<file path="src/rtl/if_sequencer_if.sv">
// if_sequencer_if: fetch-control bundle between the hazard/EX logic (master) and the IF sequencer (slave).
interface if_sequencer_if;
    logic        load_use;
    logic        br_taken;
    logic [31:0] br_target;
    logic        exc_req;
    logic [4:0]  exc_code;
    logic [31:0] exc_pc;
    logic        eret;
    logic        hold_pc;
    logic        hold_if;
    logic        br;
    logic        except;
    logic [31:0] pc_branch;
    logic        flush_if;
    logic        flush_ex;
    logic [31:0] epc;
    logic [4:0]  cause;
    logic        exl;
    modport master (
        output load_use, br_taken, br_target, exc_req, exc_code, exc_pc, eret,
        input  hold_pc, hold_if, br, except, pc_branch, flush_if, flush_ex, epc, cause, exl
    );
    modport slave (
        input  load_use, br_taken, br_target, exc_req, exc_code, exc_pc, eret,
        output hold_pc, hold_if, br, except, pc_branch, flush_if, flush_ex, epc, cause, exl
    );
endinterface

</file>
<file path="src/rtl/if_sequencer.sv">
// if_sequencer: IF-stage control sequencer arbitrating stall, branch, exception entry and eret; owns EPC/cause/EXL.
module if_sequencer #(
    parameter int BOOT_CYCLES  = 2,
    parameter int FLUSH_CYCLES = 2
) (
    input logic           clk,
    input logic           rst_n,
    if_sequencer_if.slave bus
);
    typedef enum logic [2:0] {BOOT, RUN, STALL, REDIRECT, EXC} state_t;
    localparam logic [2:0] BOOT_N  = 3'(BOOT_CYCLES);
    localparam logic [2:0] FLUSH_N = 3'(FLUSH_CYCLES);
    state_t     state;
    logic [2:0] cnt;
    logic       arb, flushing, flush_done, go_exc, go_br, go_eret, go_stall, go_any;
    assign arb        = state == RUN || state == STALL;
    assign flushing   = state == REDIRECT || state == EXC;
    assign flush_done = cnt >= FLUSH_N;
    // an exception may abandon a redirect in progress, but never re-enters while exl is set
    assign go_exc   = (arb || state == REDIRECT) && bus.exc_req && !bus.exl;
    assign go_br    = arb && !go_exc && bus.br_taken;
    assign go_eret  = arb && !go_exc && !bus.br_taken && bus.eret && bus.exl;
    assign go_stall = arb && !go_exc && !go_br && !go_eret && bus.load_use;
    assign go_any   = go_exc || go_br || go_eret;
    always_ff @(posedge clk) begin
        if (!rst_n) begin
            state         <= BOOT;
            cnt           <= '0;
            bus.hold_pc   <= 1'b1;
            bus.hold_if   <= 1'b1;
            bus.br        <= 1'b0;
            bus.except    <= 1'b0;
            bus.pc_branch <= '0;
            bus.flush_if  <= 1'b0;
            bus.flush_ex  <= 1'b0;
            bus.epc       <= '0;
            bus.cause     <= '0;
            bus.exl       <= 1'b0;
        end else begin
            bus.hold_pc  <= state == BOOT ? cnt < BOOT_N : go_stall;
            bus.hold_if  <= state == BOOT ? cnt < BOOT_N : go_stall;
            bus.br       <= go_br || go_eret;
            bus.except   <= go_exc;
            bus.flush_ex <= go_exc;
            bus.flush_if <= go_any || (flushing && !flush_done);
            if (go_br || go_eret)
                bus.pc_branch <= go_br ? bus.br_target : bus.epc;
            if (go_exc) begin
                bus.epc   <= bus.exc_pc;
                bus.cause <= bus.exc_code;
                bus.exl   <= 1'b1;
            end else if (go_eret)
                bus.exl <= 1'b0;
            if (go_any) begin
                state <= go_exc ? EXC : REDIRECT;
                cnt   <= 3'd1;
            end else begin
                case (state)
                    BOOT: begin
                        if (cnt >= BOOT_N) state <= RUN;
                        else cnt <= cnt + 3'd1;
                    end
                    RUN, STALL: state <= go_stall ? STALL : RUN;
                    default: begin
                        if (flush_done) state <= RUN;
                        else cnt <= cnt + 3'd1;
                    end
                endcase
            end
        end
    end
endmodule

</file>
<file path="src/flat_wrapper.sv">
// flat-port wrapper written by rule: the top's interface ports become plain ports
module if_sequencer_flat 
#(
    parameter int BOOT_CYCLES  = 2,
    parameter int FLUSH_CYCLES = 2
)
  (clk, rst_n, bus_load_use, bus_br_taken, bus_br_target, bus_exc_req, bus_exc_code, bus_exc_pc, bus_eret, bus_hold_pc, bus_hold_if, bus_br, bus_except, bus_pc_branch, bus_flush_if, bus_flush_ex, bus_epc, bus_cause, bus_exl);
  if_sequencer_if bus_i ();
  input logic clk;
  input logic rst_n;
  input wire logic [$bits(bus_i.load_use)-1:0] bus_load_use;
  input wire logic [$bits(bus_i.br_taken)-1:0] bus_br_taken;
  input wire logic [$bits(bus_i.br_target)-1:0] bus_br_target;
  input wire logic [$bits(bus_i.exc_req)-1:0] bus_exc_req;
  input wire logic [$bits(bus_i.exc_code)-1:0] bus_exc_code;
  input wire logic [$bits(bus_i.exc_pc)-1:0] bus_exc_pc;
  input wire logic [$bits(bus_i.eret)-1:0] bus_eret;
  output wire logic [$bits(bus_i.hold_pc)-1:0] bus_hold_pc;
  output wire logic [$bits(bus_i.hold_if)-1:0] bus_hold_if;
  output wire logic [$bits(bus_i.br)-1:0] bus_br;
  output wire logic [$bits(bus_i.except)-1:0] bus_except;
  output wire logic [$bits(bus_i.pc_branch)-1:0] bus_pc_branch;
  output wire logic [$bits(bus_i.flush_if)-1:0] bus_flush_if;
  output wire logic [$bits(bus_i.flush_ex)-1:0] bus_flush_ex;
  output wire logic [$bits(bus_i.epc)-1:0] bus_epc;
  output wire logic [$bits(bus_i.cause)-1:0] bus_cause;
  output wire logic [$bits(bus_i.exl)-1:0] bus_exl;
  assign bus_i.load_use = bus_load_use;
  assign bus_i.br_taken = bus_br_taken;
  assign bus_i.br_target = bus_br_target;
  assign bus_i.exc_req = bus_exc_req;
  assign bus_i.exc_code = bus_exc_code;
  assign bus_i.exc_pc = bus_exc_pc;
  assign bus_i.eret = bus_eret;
  assign bus_hold_pc = bus_i.hold_pc;
  assign bus_hold_if = bus_i.hold_if;
  assign bus_br = bus_i.br;
  assign bus_except = bus_i.except;
  assign bus_pc_branch = bus_i.pc_branch;
  assign bus_flush_if = bus_i.flush_if;
  assign bus_flush_ex = bus_i.flush_ex;
  assign bus_epc = bus_i.epc;
  assign bus_cause = bus_i.cause;
  assign bus_exl = bus_i.exl;
  if_sequencer #(.BOOT_CYCLES(BOOT_CYCLES), .FLUSH_CYCLES(FLUSH_CYCLES)) u_core (.clk(clk), .rst_n(rst_n), .bus(bus_i));
endmodule
</file>
<file path="config.mk">
export PLATFORM = sky130hd
export DESIGN_NAME = if_sequencer_flat
export DESIGN_NICKNAME = d
export VERILOG_FILES = /design/src/rtl/if_sequencer_if.sv /design/src/rtl/if_sequencer.sv /design/src/flat_wrapper.sv
export SDC_FILE = /design/constraint.sdc
export NUM_CORES = 1
export LEC_CHECK = 0
export CORE_MARGIN = 3
export CORE_UTILIZATION = 35
export CTS_BUF_LIST = sky130_fd_sc_hd__clkbuf_8
export CTS_CLUSTER_SIZE = 20
export DETAILED_ROUTE_END_ITERATION = 12
export PLACE_DENSITY_LB_ADDON = 0.15
export SKIP_LAST_GASP = 1
export SYNTH_ARGS = -nofsm -noshare
export SYNTH_HDL_FRONTEND = slang
export SYNTH_SLANG_ARGS = --single-unit
</file>
<file path="constraint.sdc">
create_clock -name clk -period 1.65 [get_ports clk]
set_input_delay 0.33 -clock clk [delete_from_list [all_inputs] [get_ports clk]]
set_output_delay 0.33 -clock clk [all_outputs]
set_load 0.02 [all_outputs]
</file>
# == Yosys cells after proc, flatten, opt, wreduce, memory -nomap -nowiden ==
# Index checks and enable logic that the tools add are counted.
# op_classes
add_sub_neg,1
n_lt_le_gt_ge,2
n_eq_ne,6
mux,12
n_bitwise,3
n_reduce_logical,31
# ops
cell,n
$mux 32,1
$mux 3,4
$logic_and 1x1->1,11
$logic_or 1x1->1,7
$eq 3x2->1 const B,2
$logic_not 1->1,6
$mux 1,6
$reduce_and 2->1,2
$reduce_or 2->1,2
$add 3x1->3 const B,1
$eq 3x1->1 const B,1
$eq 3x3->1 const B,1
$ge 3x2->1 const B,1
$logic_not 3->1,1
$lt 3x2->1 const B,1
$not 1->1,3
$reduce_bool 3->1,1
$mux 2,1
$ne 2x1->1 const B,1
$ne 2x2->1 const B,1
$reduce_bool 2->1,1
# word_totals
ff_bits,80
in_bits,75
output_inout_bits,76
word_cells,66

# == Depth between registers and ports, before layout ==
# Gate-level depths: netlist (run 1).
# logic_depth
depth_word,16
mapped_depth,6

# == Worst setup path before layout (run 1) ==
# No wires, ideal clock.
# synth_timing
kind,reg-to-reg
startpoint,register u_core.bus.exl
endpoint,register u_core.bus.pc_branch[5]
setup_time_ns,0.132
arrival_ns,1.440
path_slack_ns,0.078
stages_incl_launch_ff,7
path_buffers,2
synth_period_minus_slack_ns,1.572
cell_sequence,dfxtp_1 > nand2_1 > or4_1 > buf_2 > buf_6 > nand3_1 > a21oi_1
# synth_between
elab_chain_len,8
# synth_rtl
item,line_no,rtl
start: declaration,if_sequencer_if.sv:26,"output hold_pc, hold_if, br, except, pc_branch, flush_if, flush_ex, epc, cause, exl"
start signal: assignment,if_sequencer.sv:38,bus.exl <= 1'b0;
start signal: assignment,if_sequencer.sv:51,bus.exl <= 1'b1;
start signal: assignment,if_sequencer.sv:53,bus.exl <= 1'b0;
$logic_not 1->1,if_sequencer.sv:20,assign go_exc = (arb || state == REDIRECT) && bus.exc_req && !bus.exl;
$logic_and 1x1->1,if_sequencer.sv:20,
$logic_not 1->1,"if_sequencer.sv:21, if_sequencer.sv:22",
$logic_and 1x1->1,"if_sequencer.sv:21, if_sequencer.sv:22",
$logic_and 1x1->1 (3 in series),if_sequencer.sv:22,assign go_eret = arb && !go_exc && !bus.br_taken && bus.eret && bus.exl;
$logic_or 1x1->1,if_sequencer.sv:46,if (go_br || go_eret)
end signal: assignment,if_sequencer.sv:47,bus.pc_branch <= go_br ? bus.br_target : bus.epc;
end: declaration,if_sequencer_if.sv:26,
# Parallel ways exist; a longest one is shown, timed or not.
# A chain may end at the register's enable or synchronous reset.

# == Worst setup path after layout (run 1) ==
# layout_timing
startpoint,input port bus_eret
endpoint,register u_core.bus.pc_branch[24]
# layout_between
elab_chain_len,3
# layout_rtl
item,line_no,rtl
start: declaration,flat_wrapper.sv:17,input wire logic [$bits(bus_i.eret)-1:0] bus_eret;
$logic_and 1x1->1 (2 in series),if_sequencer.sv:22,
$logic_or 1x1->1,if_sequencer.sv:46,
# Every way passes these cells.

==> results.cfg, run 1 <==
[sta]
setup_viol = 3
hold_violations = 0
slew_viol_final = 0
fin_crit_sh_pct = 100
min_period_ns = 1.65
clock_skew_ns = 0.00885
fin_ws_ns = -0.00162
worst_pin_slew_ns = 0.343
fmaxAchievable_mhz = 605
rsz0062_at_grt = yes
timing.hold.ws_ns = 0.456
slew-limit-headroom_pct = 76.8

[worst_setup_path]
r2r-start = u_core.bus.exl
startpoint = bus_eret
end_kind = register
path_max_fanout = 10
arrival_ns = 1.94
startpoint_type = input pin
crit_type = input pin to register
worstPathRequired_ns = 1.94

[global_route]
grt_use_met2_pct = 32.1
antenna_found_initial = 0
grt_overflow = 0
grt_util_met1_pct = 22.2
grt_pass1_wl_microns = 15300
use_met3_pct = 7.82
grt_max_degree = 39
track_usage_pct = 18.9
busiest_layer = met2
grt_pass1_vias = 3144

[power]
total_power_mw = 6.43
p_per_area_nw_per_um2 = 1240
ir_drop_uv = 686
leakage_nw = 2.44

[floorplanning]
die_area_sq_um = 10200
initial_core_util_pct = 37.2
die_h_microns = 101
io_pins = 151
die_x_microns = 101
core_area_sq_um = 8460
fp-row-count = 33

[placed_design]
port_buffers = 150
place_congestion = 0.791
placed_area_sq_um = 4870
place_ws_ns = -0.231
dp_hpwl_microns = 6900

[route]
drt_iter0_markers = 149
dr.pass1.iters = 5
wire_per_inst_microns = 15.8
drc = 0
vias_per_cell = 5.13
via_count = 3268
wl_microns = 10100
antenna_left = 0

[yosys]
yosysSeqAreaShare_pct = 50.9
ys_types = 36
synth_flop_cell = dfxtp_1
synth_seq_cells = 80
synth.avg_cell_area_sq_um = 8.49
synth_top_area_share_pct = 50.9
ys_warn_count = 0
synth_area_leaders = dfxtp_1, a21oi_1, nand2_1, a22oi_1, nand3_1
synth_top_cell_by_area = dfxtp_1
syn_inst = 371
syn_nets = 448
synth_edf_count = 0
synth_area_sq_um = 3150
async_flop_share_pct = 0

[cells_and_area]
nFillCells = 796
final_common_cell = nand2_1
nets = 605
final_area_sq_um = 5190
post-route-util_pct = 61.3
area_delta_synth_final_pct = 64.8
layout_common_cells = nand2_1, dfxtp_1, clkdlybuf4s50_1
drive_gt1_share_pct = 11.5
n_antenna_cell = 0

[clocking]
clkTransAtPathRegs_ns = 0.08
clk_latency_ns = 0.35
clkSinkCount = 80
cts_tree = built
cts_buffers = 9
clk_path_buf_depth = 2
cts.htree.levels = 3
root_buffer = clkbuf_8

[status]
violations = setup timing
outcome = finished, violations left

[flow_run]
cap_viol_max_count = 0

[min_path]
hp-class = register to register
hold_path_startpoint = u_core.bus.cause[1]
state kept, by name, indices dropped and copies added, names as in the netlist:
name	flops
u_core.bus.epc	32
u_core.bus.pc_branch	32
u_core.bus.cause	5
u_core.cnt	3
u_core.state	3
u_core.bus.br	1
u_core.bus.except	1
u_core.bus.exl	1
u_core.bus.flush_if	1
u_core.bus.hold_pc	1
synth_stat cells, types with 3 or more instances:
cell	count
nand2_1	85
dfxtp_1	80
a21oi_1	68
a22oi_1	29
nand3_1	26
clkbuf_1	16
buf_2	13
nor2_1	7
a31oi_1	5
o21ai_0	5
nand3_2	4
nor3_1	4
buf_6	3
layer usage:
metal | vias up | part of all wire [%]
li1 | 1607 | -
met1 | 1529 | 41
met2 | 123 | 49
met3 | 9 | 9.4
met4 | 0 | 0.89
met5 | - | 0
kinds of logic after synthesis:
kind of cell / Yosys count / synth area share [%]
simple gates: 136 / 20.0
compound gates: 114 / 21.4
fa+ha+maj: 2 / 0.795
xor+xnor: 2 / 0.795
mux: 1 / 0.358
flops: 80 / 50.9
buf+inv: 36 / 5.76
power breakdown:
group / internal [mW] / leakage [nW] / total (mW) / switching, mW
clock: 0.885 / 0.108 / 1.59 / 0.703
combinational: 1.08 / 1.68 / 2.36 / 1.28
sequential: 2.26 / 0.650 / 2.48 / 0.221
through the flow:
| stage | cells | TNS, ns |
|---|---|---|
| after global routing | 637 | -0.399 |
| after detailed placement | 618 | -13.96 |
| after CTS | 633 | 0 |
| final | 637 | -0.00325 |
| after global placement | 618 | -12.54 |
| after floorplan | 371 | 0 |
cell type report:
| class | instances | area (sq um) | share of cell area [%] |
|---|---|---|---|
| clock buffer | 10 | 138 | 2.65 |
| clock inverter | 5 | 81.3 | 1.57 |
| inverter | 2 | 7.51 | 0.145 |
| multi-input combinational | 255 | 1390 | 26.8 |
| sequential | 80 | 1600 | 30.9 |
| tap | 105 | 131 | 2.53 |
| timing repair buffer | 180 | 1830 | 35.4 |
critical path: stages:
cell and delay (ns):
clkdlybuf4s50_1 0.50, nand2_2 0.07, buf_6 0.13, nor4_4 0.29
buf_6 0.19, buf_4 0.20, a22oi_1 0.09, a21oi_1 0.12
repair_timing:
item,in CTS,in global routing
cloned,0,3
gates resized for setup,48,41
endpoints found under the setup margin,48,60
setup buffers,0,1
hold buffers,0,0
pin swaps,0,3
worst paths after layout:
| kind | end | slack, ns | cells after the start |
|---|---|---|---|
| worst max-delay path | u_core.bus.pc_branch[24] | -0.002 | 8 |
| worst min-delay path | u_core.bus.cause[1] | 0.46 | 2 |
| worst max register to register | u_core.bus.pc_branch[24] | 0.07 | 7 |
| worst min register to register | u_core.bus.cause[1] | 0.46 | 2 |
Power figures use the tool's default switching activity.
==> inputs of run 2 (changes only) <==
--- a/config.mk
+++ b/config.mk
@@ -6,7 +6,7 @@
 export NUM_CORES = 1
 export LEC_CHECK = 0
 export CORE_MARGIN = 3
-export CORE_UTILIZATION = 35
+export CORE_UTILIZATION = 38
 export CTS_BUF_LIST = sky130_fd_sc_hd__clkbuf_8
 export CTS_CLUSTER_SIZE = 20
 export DETAILED_ROUTE_END_ITERATION = 12
==> results.cfg, run 2 (synthesized netlist as in run 1, its figures left out) <==
[status]
outcome = finished, final reports clean

[worst_setup_path]
critical-path-slowest-cell = clkdlybuf4s50_1
crit_family = buffers and inverters
reg2reg_depth = 5
end_kind = primary output
path_cells = clkdlybuf4s50_1
path_max_fanout = 2
r2r_slack_ns = 0.07
crit_type = register to primary output
startpoint_type = register
arrival_ns = 1.27
cp_slowest_stage_delay_ns = 0.62
worstPathRequired_ns = 1.32
crit_buf_inv = 1
r2r-start = u_core.state[0]
timing.rr.end = u_core.bus.pc_branch[4]

[floorplanning]
io_pins = 151
die_x_microns = 97.0
core_area_sq_um = 7890
fp-row-count = 32
die_h_microns = 97.0
die_area_sq_um = 9410
initial_core_util_pct = 39.9

[route]
dr.pass1.iters = 5
drc = 0
wire_per_inst_microns = 15.2
via_count = 3240
wl_microns = 9660
antenna_left = 0
drt_iter0_markers = 97
vias_per_cell = 5.11

[clocking]
cts_tree = built
cts_buffers = 9
clk_path_buf_depth = 2
clk_latency_ns = 0.33
clkSinkCount = 80
cts.htree.levels = 3
clkTransAtPathRegs_ns = 0.07
root_buffer = clkbuf_8

[sta]
rsz0062_at_grt = no
setup_viol = 0
min_period_ns = 1.60
hold_violations = 0
clock_skew_ns = 0.00786
fin_crit_sh_pct = 97.2
fmaxAchievable_mhz = 623
slew-limit-headroom_pct = 76.8
worst_pin_slew_ns = 0.343
slew_viol_final = 0

[placed_design]
dp_hpwl_microns = 6980
port_buffers = 150
placed_area_sq_um = 4880
place_congestion = 0.788

[power]
total_power_mw = 6.24
p_per_area_nw_per_um2 = 1210
leakage_nw = 2.53
ir_drop_uv = 474

[global_route]
grt_overflow = 0
grt_max_degree = 44
grt_pass1_wl_microns = 15200
grt_pass1_vias = 3121
antenna_found_initial = 0
track_usage_pct = 19.6

[cells_and_area]
drive_gt1_share_pct = 11.3
n_antenna_cell = 0
final_area_sq_um = 5150
post-route-util_pct = 65.3
nFillCells = 670
nets = 605
area_delta_synth_final_pct = 63.6
layout_common_cells = nand2_1, clkdlybuf4s50_1, dfxtp_1
largestRegisters = u_core.bus.epc: 32 flops, u_core.bus.pc_branch: 32 flops, u_core.bus.cause: 5 flops

[min_path]
holdPathStages = 2
hold_path_startpoint = u_core.bus.cause[3]
min_to = u_core.bus.cause[3]
hp-class = register to register

[flow_run]
cap_viol_max_count = 0
-- run 2: worst max path at each step --
stage | slack, ns | to | cells after the start | from
floorplan | 0.08 | u_core.bus.pc_branch[5] | 6 | u_core.bus.exl
global placement | -0.23 | u_core.bus.epc[28] | 6 | bus_exc_req
detailed placement | -0.24 | u_core.bus.pc_branch[13] | 6 | bus_eret
CTS | -0.001 | u_core.bus.epc[21] | 6 | u_core.state[0]
global route | 0.002 | bus_pc_branch[9] | 1 | u_core.bus.pc_branch[9]
finish | 0.05 | bus_pc_branch[17] | 1 | u_core.bus.pc_branch[17]
-- run 2: cell type report --
type	count	area, sq um	share of cell area (%)
Clock buffer	10	138	2.67
Tap cell	102	128	2.48
Clock inverter	5	48.8	0.947
Timing Repair Buffer	180	1830	35.5
Inverter	2	7.51	0.146
Multi-Input combinational cell	255	1400	27.1
Sequential cell	80	1600	31.1
-- run 2: what timing repair did --
action	CTS	global route
resized for setup	29	42
buffers inserted	0	0
hold buffers	0	0
endpoints found under the setup margin	30	101
-- run 2: per-stage QoR --
step                      setup WS, ns  cells  hold WS (ns)  TNS [ns]
after floorplan                 0.0777    371         0.466         0
after global placement          -0.231    619         0.442    -14.49
after detailed placement        -0.243    619         0.449    -15.36
after CTS                     -0.00126    634         0.460  -0.00126
after global routing           0.00213    634         0.481         0
final                           0.0456    634         0.455         0
-- run 2: power by group --
| part | switching [mW] | leakage, nW | total, mW | internal, mW |
|---|---|---|---|---|
| Combinational | 1.27 | 1.78 | 2.40 | 1.13 |
| Clock | 0.637 | 0.103 | 1.36 | 0.719 |
| Sequential | 0.229 | 0.650 | 2.49 | 2.26 |
-- run 2: per-layer routing --
layer | routed length, microns | track usage [%] | vias up
li1 | - | - | 1610
met2 | 4740 | 33.6 | 109
met5 | 0 | 0 | -
met3 | 791 | 6.71 | 6
met1 | 4070 | 23.0 | 1515
met4 | 68 | 5.83 | 0
-- run 2: tightest hold or removal path, delay by kind of cell (launching register included) --
family,cells,cell delay [ns]
simple gates,1,0.05
compound gates,1,0.05
flops,1,0.31
